## src/rtl/enemy_laser_scheduler_pkg.sv

```systemverilog
// Shared types and default timing for the enemy laser scheduler.
package enemy_laser_scheduler_pkg;

   // Per-channel lifecycle of one enemy laser.
   typedef enum logic [1:0] {
      CH_IDLE = 2'd0,
      CH_WARN = 2'd1,
      CH_FIRE = 2'd2,
      CH_COOL = 2'd3
   } ch_state_e;

   localparam int unsigned CNT_W          = 8;
   localparam int unsigned DEF_N_ENEMY    = 8;
   localparam int unsigned DEF_WARN_TICKS = 4;
   localparam int unsigned DEF_FIRE_TICKS = 6;
   localparam int unsigned DEF_COOL_TICKS = 3;
   localparam int unsigned DEF_MAX_ACTIVE = 3;

   // WARN and FIRE are the states that count against the active limit.
   function automatic logic is_busy(input ch_state_e s);
      return (s == CH_WARN) || (s == CH_FIRE);
   endfunction

endpackage

```

## src/rtl/enemy_laser_scheduler_if.sv

```systemverilog
// Game-side control and per-channel display/collision signals of the scheduler.
interface enemy_laser_scheduler_if
   import enemy_laser_scheduler_pkg::*;
#(
   parameter int unsigned N_ENEMY = DEF_N_ENEMY
);
   localparam int unsigned IW = $clog2(N_ENEMY);
   localparam int unsigned AW = $clog2(N_ENEMY + 1);

   logic                game_run;
   logic                tick;
   logic                fire_req;
   logic [IW-1:0]       rand_idx;
   logic [N_ENEMY-1:0]  enemy_enable;
   logic [N_ENEMY-1:0]  enemy_warning_enable;
   logic [N_ENEMY-1:0]  enemy_laser_enable;
   logic [AW-1:0]       active_count;
   logic                launch_ack;
   logic                launch_reject;

   modport master (
      output game_run, tick, fire_req, rand_idx, enemy_enable,
      input  enemy_warning_enable, enemy_laser_enable, active_count,
             launch_ack, launch_reject
   );

   modport slave (
      input  game_run, tick, fire_req, rand_idx, enemy_enable,
      output enemy_warning_enable, enemy_laser_enable, active_count,
             launch_ack, launch_reject
   );

endinterface

```

## src/rtl/enemy_laser_scheduler_laser_channel.sv

```systemverilog
// One enemy laser channel: IDLE -> WARN -> FIRE -> COOL -> IDLE on game ticks.
module laser_channel
   import enemy_laser_scheduler_pkg::*;
#(
   parameter int unsigned WARN_TICKS = DEF_WARN_TICKS,
   parameter int unsigned FIRE_TICKS = DEF_FIRE_TICKS,
   parameter int unsigned COOL_TICKS = DEF_COOL_TICKS
) (
   input  logic clk,
   input  logic rst,
   input  logic game_run_i,
   input  logic tick_i,
   input  logic launch_i,
   input  logic enemy_en_i,
   output logic warn_o,
   output logic laser_o,
   output logic idle_o_c,
   output logic busy_next_o_c
);

   ch_state_e        state_q, state_d;
   logic [CNT_W-1:0] cnt_q, cnt_d;
   logic             warn_q, warn_d;
   logic             laser_q, laser_d;

   // State, counter and registered display outputs.
   always_ff @(posedge clk or posedge rst) begin
      if (rst) begin
         state_q <= CH_IDLE;
         cnt_q   <= '0;
         warn_q  <= 1'b0;
         laser_q <= 1'b0;
      end else begin
         state_q <= state_d;
         cnt_q   <= cnt_d;
         warn_q  <= warn_d;
         laser_q <= laser_d;
      end
   end

   // Next state: stop > launch > enemy lost > tick countdown; a launch is never ticked.
   always_comb begin
      state_d = state_q;
      cnt_d   = cnt_q;
      if (!game_run_i) begin
         state_d = CH_IDLE;
         cnt_d   = '0;
      end else if (launch_i) begin
         state_d = CH_WARN;
         cnt_d   = CNT_W'(WARN_TICKS);
      end else if (is_busy(state_q) && !enemy_en_i) begin
         state_d = CH_IDLE;
         cnt_d   = '0;
      end else if (tick_i && (state_q != CH_IDLE)) begin
         if (cnt_q > CNT_W'(1)) begin
            cnt_d = cnt_q - CNT_W'(1);
         end else begin
            case (state_q)
               CH_WARN: begin
                  state_d = CH_FIRE;
                  cnt_d   = CNT_W'(FIRE_TICKS);
               end
               CH_FIRE: begin
                  if (COOL_TICKS == 0) begin
                     state_d = CH_IDLE;
                     cnt_d   = '0;
                  end else begin
                     state_d = CH_COOL;
                     cnt_d   = CNT_W'(COOL_TICKS);
                  end
               end
               default: begin
                  state_d = CH_IDLE;
                  cnt_d   = '0;
               end
            endcase
         end
      end
      warn_d  = (state_d == CH_WARN);
      laser_d = (state_d == CH_FIRE);
   end

   assign warn_o        = warn_q;
   assign laser_o       = laser_q;
   assign idle_o_c      = (state_q == CH_IDLE);
   assign busy_next_o_c = is_busy(state_d);

endmodule

```

## src/rtl/enemy_laser_scheduler.sv

```systemverilog
// Launch arbitration and active-channel accounting over N_ENEMY laser channels.
module enemy_laser_scheduler
   import enemy_laser_scheduler_pkg::*;
#(
   parameter int unsigned N_ENEMY    = DEF_N_ENEMY,
   parameter int unsigned WARN_TICKS = DEF_WARN_TICKS,
   parameter int unsigned FIRE_TICKS = DEF_FIRE_TICKS,
   parameter int unsigned COOL_TICKS = DEF_COOL_TICKS,
   parameter int unsigned MAX_ACTIVE = DEF_MAX_ACTIVE
) (
   input  logic                     clk,
   input  logic                     rst,
   enemy_laser_scheduler_if.slave   bus
);

   localparam int unsigned AW = $clog2(N_ENEMY + 1);

   logic [N_ENEMY-1:0] warn_v, laser_v, idle_v, busy_next_v, launch_v;
   logic               idx_ok, accept;
   logic [AW-1:0]      count_q, count_d;
   logic               ack_q, ack_d;
   logic               rej_q, rej_d;

   // Result pulses and post-edge active count.
   always_ff @(posedge clk or posedge rst) begin
      if (rst) begin
         count_q <= '0;
         ack_q   <= 1'b0;
         rej_q   <= 1'b0;
      end else begin
         count_q <= count_d;
         ack_q   <= ack_d;
         rej_q   <= rej_d;
      end
   end

   // Accept a request only for a live, idle, in-range channel while under the active limit.
   always_comb begin
      idx_ok = (32'(bus.rand_idx) < N_ENEMY);
      accept = bus.game_run && bus.fire_req && idx_ok &&
               idle_v[bus.rand_idx] && bus.enemy_enable[bus.rand_idx] &&
               (count_q < AW'(MAX_ACTIVE));
      launch_v = accept ? (N_ENEMY'(1) << bus.rand_idx) : '0;
      ack_d    = accept;
      rej_d    = bus.fire_req && !accept;
      count_d  = '0;
      for (int i = 0; i < int'(N_ENEMY); i++) begin
         count_d = count_d + AW'(busy_next_v[i]);
      end
   end

   // Independent per-channel timers.
   for (genvar g = 0; g < int'(N_ENEMY); g++) begin : g_ch
      laser_channel #(
         .WARN_TICKS (WARN_TICKS),
         .FIRE_TICKS (FIRE_TICKS),
         .COOL_TICKS (COOL_TICKS)
      ) u_ch (
         .clk           (clk),
         .rst           (rst),
         .game_run_i    (bus.game_run),
         .tick_i        (bus.tick),
         .launch_i      (launch_v[g]),
         .enemy_en_i    (bus.enemy_enable[g]),
         .warn_o        (warn_v[g]),
         .laser_o       (laser_v[g]),
         .idle_o_c      (idle_v[g]),
         .busy_next_o_c (busy_next_v[g])
      );
   end

   assign bus.enemy_warning_enable = warn_v;
   assign bus.enemy_laser_enable   = laser_v;
   assign bus.active_count         = count_q;
   assign bus.launch_ack           = ack_q;
   assign bus.launch_reject        = rej_q;

endmodule

```

## src/flat_wrapper.sv

```systemverilog
// flat-port wrapper written by rule: the top's interface ports become plain ports
module enemy_laser_scheduler_flat import enemy_laser_scheduler_pkg::*;
#(
   parameter int unsigned N_ENEMY    = DEF_N_ENEMY,
   parameter int unsigned WARN_TICKS = DEF_WARN_TICKS,
   parameter int unsigned FIRE_TICKS = DEF_FIRE_TICKS,
   parameter int unsigned COOL_TICKS = DEF_COOL_TICKS,
   parameter int unsigned MAX_ACTIVE = DEF_MAX_ACTIVE
)
  (clk, rst, bus_game_run, bus_tick, bus_fire_req, bus_rand_idx, bus_enemy_enable, bus_enemy_warning_enable, bus_enemy_laser_enable, bus_active_count, bus_launch_ack, bus_launch_reject);
  enemy_laser_scheduler_if #(.N_ENEMY(N_ENEMY)) bus_i ();
  input  logic clk;
  input  logic rst;
  input wire logic [$bits(bus_i.game_run)-1:0] bus_game_run;
  input wire logic [$bits(bus_i.tick)-1:0] bus_tick;
  input wire logic [$bits(bus_i.fire_req)-1:0] bus_fire_req;
  input wire logic [$bits(bus_i.rand_idx)-1:0] bus_rand_idx;
  input wire logic [$bits(bus_i.enemy_enable)-1:0] bus_enemy_enable;
  output wire logic [$bits(bus_i.enemy_warning_enable)-1:0] bus_enemy_warning_enable;
  output wire logic [$bits(bus_i.enemy_laser_enable)-1:0] bus_enemy_laser_enable;
  output wire logic [$bits(bus_i.active_count)-1:0] bus_active_count;
  output wire logic [$bits(bus_i.launch_ack)-1:0] bus_launch_ack;
  output wire logic [$bits(bus_i.launch_reject)-1:0] bus_launch_reject;
  assign bus_i.game_run = bus_game_run;
  assign bus_i.tick = bus_tick;
  assign bus_i.fire_req = bus_fire_req;
  assign bus_i.rand_idx = bus_rand_idx;
  assign bus_i.enemy_enable = bus_enemy_enable;
  assign bus_enemy_warning_enable = bus_i.enemy_warning_enable;
  assign bus_enemy_laser_enable = bus_i.enemy_laser_enable;
  assign bus_active_count = bus_i.active_count;
  assign bus_launch_ack = bus_i.launch_ack;
  assign bus_launch_reject = bus_i.launch_reject;
  enemy_laser_scheduler #(.N_ENEMY(N_ENEMY), .WARN_TICKS(WARN_TICKS), .FIRE_TICKS(FIRE_TICKS), .COOL_TICKS(COOL_TICKS), .MAX_ACTIVE(MAX_ACTIVE)) u_core (.clk(clk), .rst(rst), .bus(bus_i));
endmodule
```

## config.mk

```make
export PLATFORM = sky130hd
export DESIGN_NAME = enemy_laser_scheduler_flat
export DESIGN_NICKNAME = d
export VERILOG_FILES = /design/src/rtl/enemy_laser_scheduler_pkg.sv /design/src/rtl/enemy_laser_scheduler_if.sv /design/src/rtl/enemy_laser_scheduler_laser_channel.sv /design/src/rtl/enemy_laser_scheduler.sv /design/src/flat_wrapper.sv
export SDC_FILE = /design/constraint.sdc
export NUM_CORES = 1
export LEC_CHECK = 0
export CELL_PAD_IN_SITES_DETAIL_PLACEMENT = 2
export CELL_PAD_IN_SITES_GLOBAL_PLACEMENT = 2
export CORE_MARGIN = 5
export CORE_UTILIZATION = 39
export CTS_CLUSTER_DIAMETER = 50
export DETAILED_ROUTE_END_ITERATION = 10
export GPL_TIMING_DRIVEN = 0
export PLACE_DENSITY = 0.79
export SLEW_MARGIN = 20
export SYNTH_ARGS = -nofsm -noshare
export SYNTH_HDL_FRONTEND = slang
export SYNTH_HIERARCHICAL = 1
export SYNTH_SLANG_ARGS = --single-unit
```

## constraint.sdc

```tcl
create_clock -name clk -period 5.7 [get_ports clk]
set_clock_uncertainty 0.1 [all_clocks]
set_input_delay 1.14 -clock clk [delete_from_list [all_inputs] [get_ports clk]]
set_output_delay 1.14 -clock clk [all_outputs]
set_load 0.02 [all_outputs]
```

**After elaboration in Yosys (flattened, before gate mapping)**

Index checks and enable logic that the tools add are counted.

- Add/subtract/negate cells: 15
- $mul: 0
- Divide/modulo/power cells: 0
- Order comparisons: 10
- Eq/ne operators: 40
- Shift-type cells: 1
- Multiplexer cells: 101
- Bitwise gates (word level): 0
- Reductions and logical operators: 62

Operators by type and width:

| operator | number |
|---|---|
| 8-bit 2-to-1 mux | 41 |
| 2-bit 2-to-1 mux | 40 |
| 8-bit by 1-bit > comparator with 1-bit output, second input constant | 8 |
| 8-bit by 1-bit subtractor with 8-bit output, second input constant | 8 |
| 3-bit one-hot mux with 2 select lines | 8 |
| 2-bit by 1-bit equality test with 1-bit output, second input constant | 16 |
| 2-bit equality test, second input constant | 16 |
| 4-bit by 1-bit inequality test with 1-bit output, second input constant | 8 |
| 2-bit one-hot mux with 2 select lines | 8 |
| 4-bit by 1-bit adder with 4-bit output | 6 |
| 1-bit logical AND | 21 |
| 2-bit zero test | 8 |
| 1-bit logical OR | 16 |
| 2-bit nonzero test | 8 |
| 1-bit zero test | 9 |
| 1-bit by 3-bit << shifter with 8-bit output, first input constant | 1 |
| 1-bit binary-select mux with 3-bit select | 2 |
| 3-bit by 4-bit < comparator with 1-bit output, second input constant | 1 |
| 4-bit by 2-bit < comparator with 1-bit output, second input constant | 1 |
| 1-bit by 1-bit adder with 2-bit output | 1 |
| 1-bit 2-to-1 mux | 2 |

- Flip-flop bits (word level): 102
- Latch bits: 0
- RAM bits: 0
- Memory bits (read-only): 0
- Output and inout bits: 22
- Memories kept: 0

**Logic depth before layout (Yosys ltp)**

- Depth after elaboration: 18
- Gate-level depth with buffers: 19
- Mapped depth without buffers: 19

**By module**

The synthesis kept the hierarchy.

By module, submodules not included:

| module | times used | cells an instance | area each (µm²) | sequential area each (µm²) |
|---|---|---|---|---|
| laser_channel (u_core.g_ch[1].u_ch ...) | 6 | 80 | 783.3 | 300.3 |
| laser_channel (u_core.g_ch[7].u_ch) | 1 | 80 | 790.8 | 300.3 |
| laser_channel (u_core.g_ch[0].u_ch) | 1 | 80 | 780.7 | 300.3 |
| enemy_laser_scheduler | 1 | 62 | 595.6 | 150.1 |

**Least setup slack after synthesis**

OpenSTA, ideal clock, no wires.

- Kind: input to register
- From: input port bus_enemy_enable[3]
- To: register u_core.count_q[2], in the netlist u_core/bus.active_count[2]
- Library setup time: 0.123 ns
- Arrival time: 4.978 ns
- Required time: 5.477 ns
- Setup slack: 0.499 ns
- Stages on the path: 17
- Cell sequence: nand2_1 > mux4_2 > nor4b_2 > nand2b_1 > nand2b_1 > nor2_1 > ha_1 > inv_1 > inv_1 > fa_1 > fa_1 > fa_1 > inv_1 > ha_1 > inv_1 > fa_1 > xnor2_1

- Word-level cells in the longest chain between the ends: 16

RTL lines:

| what | RTL line | RTL |
|---|---|---|
| from (decl) | flat_wrapper.sv:18 | `input wire logic [$bits(bus_i.enemy_enable)-1:0] bus_enemy_enable;` |
| 1-bit binary-select mux with 3-bit select * | enemy_laser_scheduler.sv:41 | `idle_v[bus.rand_idx] && bus.enemy_enable[bus.rand_idx] &&` |
| 1-bit 2-to-1 mux (not written as such) * | enemy_laser_scheduler.sv:41 |  |
| 1-bit logical AND * (2 in a row) | enemy_laser_scheduler.sv:41 |  |
| 8-bit 2-to-1 mux * | enemy_laser_scheduler.sv:43 | `launch_v = accept ? (N_ENEMY'(1) << bus.rand_idx) : '0;` |
| via u_core.launch_v[1] | enemy_laser_scheduler.sv:18 | `logic [N_ENEMY-1:0] warn_v, laser_v, idle_v, busy_next_v, launch_v;` |
| 2-bit 2-to-1 mux * | enemy_laser_scheduler_laser_channel.sv:48 | `end else if (launch_i) begin` |
| 2-bit 2-to-1 mux * | enemy_laser_scheduler_laser_channel.sv:45 | `if (!game_run_i) begin` |
| via u_core.g_ch[1].u_ch.state_d[1] | enemy_laser_scheduler_laser_channel.sv:21 | `ch_state_e state_q, state_d;` |
| 2-bit by 1-bit equality test with 1-bit output or 2-bit equality test (tied branches) | enemy_laser_scheduler_pkg.sv:21 | `return (s == CH_WARN) \|\| (s == CH_FIRE);` |
| 1-bit logical OR * | enemy_laser_scheduler_pkg.sv:21 |  |
| via u_core.busy_next_v[1] | enemy_laser_scheduler.sv:18 |  |
| 1-bit by 1-bit adder with 2-bit output * | enemy_laser_scheduler.sv:48 | `count_d = count_d + AW'(busy_next_v[i]);` |
| 4-bit by 1-bit adder with 4-bit output * (6 in a row) | enemy_laser_scheduler.sv:48 |  |
| via u_core.count_d[2] | enemy_laser_scheduler.sv:20 | `logic [AW-1:0] count_q, count_d;` |
| to (signal assigned) | enemy_laser_scheduler.sv:31 | `count_q <= count_d;` |
| to (decl) | enemy_laser_scheduler.sv:20 |  |

The timed path passes the listed nets; every way through them passes the cells marked *. The select of a mux whose other input is x is not followed.
A chain may end at the register's enable or synchronous reset.

**Final worst setup path**

- From: input port bus_fire_req
- To: register u_core.count_q[2], in the netlist u_core/bus.active_count[2]

- Word-level cells in the longest chain between the ends: 16

RTL lines:

| what | RTL line | RTL |
|---|---|---|
| from (decl) | flat_wrapper.sv:16 | `input wire logic [$bits(bus_i.fire_req)-1:0] bus_fire_req;` |
| 1-bit logical AND * (2 in a row) | enemy_laser_scheduler.sv:40 | `accept = bus.game_run && bus.fire_req && idx_ok &&` |
| 1-bit logical AND * (2 in a row) | enemy_laser_scheduler.sv:41 |  |
| 8-bit 2-to-1 mux * | enemy_laser_scheduler.sv:43 |  |
| via u_core.launch_v[0] | enemy_laser_scheduler.sv:18 |  |
| 2-bit 2-to-1 mux * | enemy_laser_scheduler_laser_channel.sv:48 |  |
| 2-bit 2-to-1 mux * | enemy_laser_scheduler_laser_channel.sv:45 |  |
| via u_core.g_ch[0].u_ch.state_d[1] | enemy_laser_scheduler_laser_channel.sv:21 |  |
| 2-bit by 1-bit equality test with 1-bit output or 2-bit equality test (tied branches) | enemy_laser_scheduler_pkg.sv:21 |  |
| 1-bit logical OR * | enemy_laser_scheduler_pkg.sv:21 |  |
| via u_core.busy_next_v[0] | enemy_laser_scheduler.sv:18 |  |
| 1-bit by 1-bit adder with 2-bit output * | enemy_laser_scheduler.sv:48 |  |
| 4-bit by 1-bit adder with 4-bit output * (6 in a row) | enemy_laser_scheduler.sv:48 |  |
| via u_core.count_d[2] | enemy_laser_scheduler.sv:20 |  |

The timed path passes the listed nets; every way through them passes the cells marked *.

==> impl_metrics.tcl <==
set metrics [dict create \
    crit_cells 18 \
    cts.path.max_buffers 2 \
    syn_area_per_cell_um2 9.78 \
    root_buffer "clkbuf_16" \
    synth_cell_type_count 56 \
    drt_iter0_drc 157 \
    hp-start "u_core/g_ch[3].u_ch/cnt_q[1]$_DFFE_PP0P_" \
    final_antenna_net_count 0 \
    start_util 0.397 \
    finalPower_uw 1930 \
    clock-sinks 102 \
    rows 48 \
    die_area_mm2 0.0204 \
    rr_worst_depth 19 \
    holdWs_ns 0.452 \
    drv_slew 0 \
    vias 5682 \
    io_buffer_count 37 \
    synth_compound_area_frac 0.174 \
    ys.flop_type "dfrtp_1" \
    worstSetupStartpointType "input port" \
    yosys.area_share.adder 0.119 \
    grt_pass1_vias 6427 \
    cts_buffers 9 \
    ys_seq_area_frac 0.372 \
    power_leakage_uw 0.00344 \
    synth_xor_area_frac 0.0293 \
    syn-num-nets 781 \
    final_common_cell "dfrtp_1" \
    setup_slack_ns 0.149 \
    ys_ff_latch 102 \
    ir_worst_vdd_uv 147 \
    syn_area_mm2 0.00687 \
    place_area_mm2 0.00753 \
    syn2layout_area_growth_pct 16.3 \
    drt-wirelength-per-cell_um 20.4 \
    pre_cts_slack_ns -0.849 \
    crit_required_ns 5.84 \
    grt-ovfl-total 0 \
    die_y_um 143 \
    track_usage 0.204 \
    setup_tns_ns 0 \
    timing_worst_setup_path_type "in2reg" \
    drc 0 \
    tritoncts "built" \
    gr-usage-met1 0.242 \
    critical_path_buf_inv_count 5 \
    num_io_pins 38 \
    reg2reg_slack_ns 0.53 \
    synth_top_family_by_area "simple AND/OR/NAND/NOR gates" \
    powerDensity_mw_per_mm2 242 \
    grt_start_max_net_pins 41 \
    layout.nets 840 \
    r2r-end "u_core/bus.active_count[2]$_DFF_PP0_" \
    synth_enable_flop_cells 0 \
    async_reset_ff_frac 1.00 \
    grt_util_met2 0.383 \
    worstHoldPathType "reg2reg" \
    die_w_um 143 \
    critPathTopFamily "adder cells" \
    cap_violations 0 \
    synthMuxAreaShare 0.0299 \
    crit_path_max_incr_delay_ns 0.55 \
    core_area_mm2 0.0173 \
    post-route-min-period_ns 5.55 \
    cp_max_fo 6 \
    cp-end-kind "flop" \
    grt_pass1_wl_um 33400 \
    worst-slew-pin-transition_ns 0.941 \
    syn_inst 702 \
    crit_arrival_ns 5.69 \
    finalCritPeriodShare 0.974 \
    via_per_inst 5.73 \
    drive_gt1_frac 0.137 \
    final_cell_area_mm2 0.00798 \
    hold-path-cell-count 2 \
    endpoint "u_core/bus.active_count[2]$_DFF_PP0_" \
    critPathSlowestCell "clkdlybuf4s50_1" \
    status "complete, no violations" \
    ctsHoldBuffers 0 \
    finalSetupViolCount 0 \
    place_hpwl_um 15400 \
    diodes 0 \
    crit_chain "clkdlybuf4s50_1, nand4bb_1, a211o_4, nor4_4, nand2b_4, or2_2, nor2_1, ha_1, inv_1, inv_1, fa_1, fa_1, fa_1, inv_1, ha_1, inv_1, fa_1, xnor2_1" \
    max_freq_ghz 0.180 \
    top_usage_layer "met2" \
    synth-simple-area-share 0.230 \
    htree_levels 3 \
    clk_pin_slew_ns 0.08 \
    final_cell_mix "dfrtp_1, inv_1, ha_1, nor2_1, a21oi_1" \
    regToRegStartpoint "u_core/g_ch[2].u_ch/state_q[0]$_DFF_PP0_" \
    wirelength_um 20300 \
    slew_headroom 0.364 \
    final_hold_viol_count 0 \
    dr.pass1.iters 6 \
    ys_warn_count 6 \
    antenna_found_initial 0 \
    globalRouteMet3Util 0.0271 \
    place.gp.congestion 0.863 \
    clk_latency_ns 0.35 \
    crit_start "bus_fire_req" \
]
-- timing repair --
item / CTS / global route
pin swaps: 2 / 7
buffers inserted: 5 / 5
resized for setup: 14 / 14
gates cloned: 0 / 0
setup endpoints to repair: 3 / 2
-- how the worst min path moves through the flow --
stage | to | slack [ns]
global placement | u_core/g_ch[3].u_ch/cnt_q[1]$_DFFE_PP0P_ | 0.43
detailed placement | u_core/g_ch[1].u_ch/cnt_q[7]$_DFFE_PP0P_ | 0.45
CTS | u_core/g_ch[3].u_ch/cnt_q[1]$_DFFE_PP0P_ | 0.46
global route | u_core/g_ch[3].u_ch/cnt_q[1]$_DFFE_PP0P_ | 0.48
floorplan | u_core/g_ch[1].u_ch/cnt_q[1]$_DFFE_PP0P_ | 0.41
finish | u_core/g_ch[3].u_ch/cnt_q[1]$_DFFE_PP0P_ | 0.45
-- state kept, by name (all words and copies together), names as in the netlist --
signal                    cells
u_core/g_ch.u_ch/laser_o      8
u_core/bus.launch_reject      1
u_core/g_ch.u_ch/state_q     16
u_core/bus.launch_ack         1
u_core/bus.active_count       4
u_core/g_ch.u_ch/cnt_q       64
u_core/g_ch.u_ch/warn_o       8
-- synth_stat cells (7+ instances only) --
cell	n	share of area
a21oi_1	34	0.025
a22oi_1	8	0.0087
and2b_1	8	0.0087
buf_2	7	0.0051
dfrtp_1	102	0.37
ha_1	59	0.11
inv_1	66	0.036
mux2i_1	16	0.023
nand2_1	27	0.015
nand2b_1	30	0.027
nand3_1	12	0.0087
nor2_1	56	0.031
nor2b_1	9	0.0082
nor3_1	24	0.017
nor4_1	10	0.0091
o21ai_0	22	0.016
o21bai_1	8	0.0087
o311ai_0	14	0.018
o31ai_1	16	0.017
o41ai_1	10	0.013
or2_1	7	0.0064
or2_2	9	0.0082
or3_1	12	0.011
or4_1	13	0.014
or4b_2	7	0.010
xor2_1	22	0.028
-- layout make-up --
cell class / count / area [µm²]
buffer: 10 / 68.8
clock buffer: 9 / 225
clock inverter: 7 / 51.3
fill: 1865 / 9310
inverter: 66 / 248
multi-input combinational: 524 / 4100
sequential: 102 / 2550
tap: 225 / 282
timing repair buffer: 48 / 454
-- tightest hold or removal path: cells and delay by family (launching register included) --
kind	cells	cell delay, ns
AND/OR/NAND/NOR	1	0.06
AO/OA/AOI/OAI	1	0.05
flip-flops	1	0.40
-- per-layer routing --
layer / routed length, µm / part of all wire
met1: 8750 / 0.43
met2: 10600 / 0.52
met3: 374 / 0.018
met4: 545 / 0.027
met5: 0 / 0
-- through the flow --
step                instances  utilization
floorplan                 702            -
global placement          964        0.435
detailed placement        965        0.436
CTS                       986        0.457
global route              991        0.462
finish                    991        0.462
-- power breakdown --
part	internal, µW	switching, µW
sequential	777	75.9
combinational	212	284
clock	297	286
total	1290	645
-- kinds of logic (layout without fill, tap and decap cells) --
family | count (synthesis) | after routing
AO/OA/AOI/OAI | 165 | 165
XOR/XNOR | 23 | 23
adder cells (fa/ha/maj) | 63 | 63
buffers and inverters | 76 | 140
flip-flops | 102 | 102
multiplexers | 18 | 18
AND/OR/NAND/NOR | 255 | 255
(Power assumes the default switching activity.)
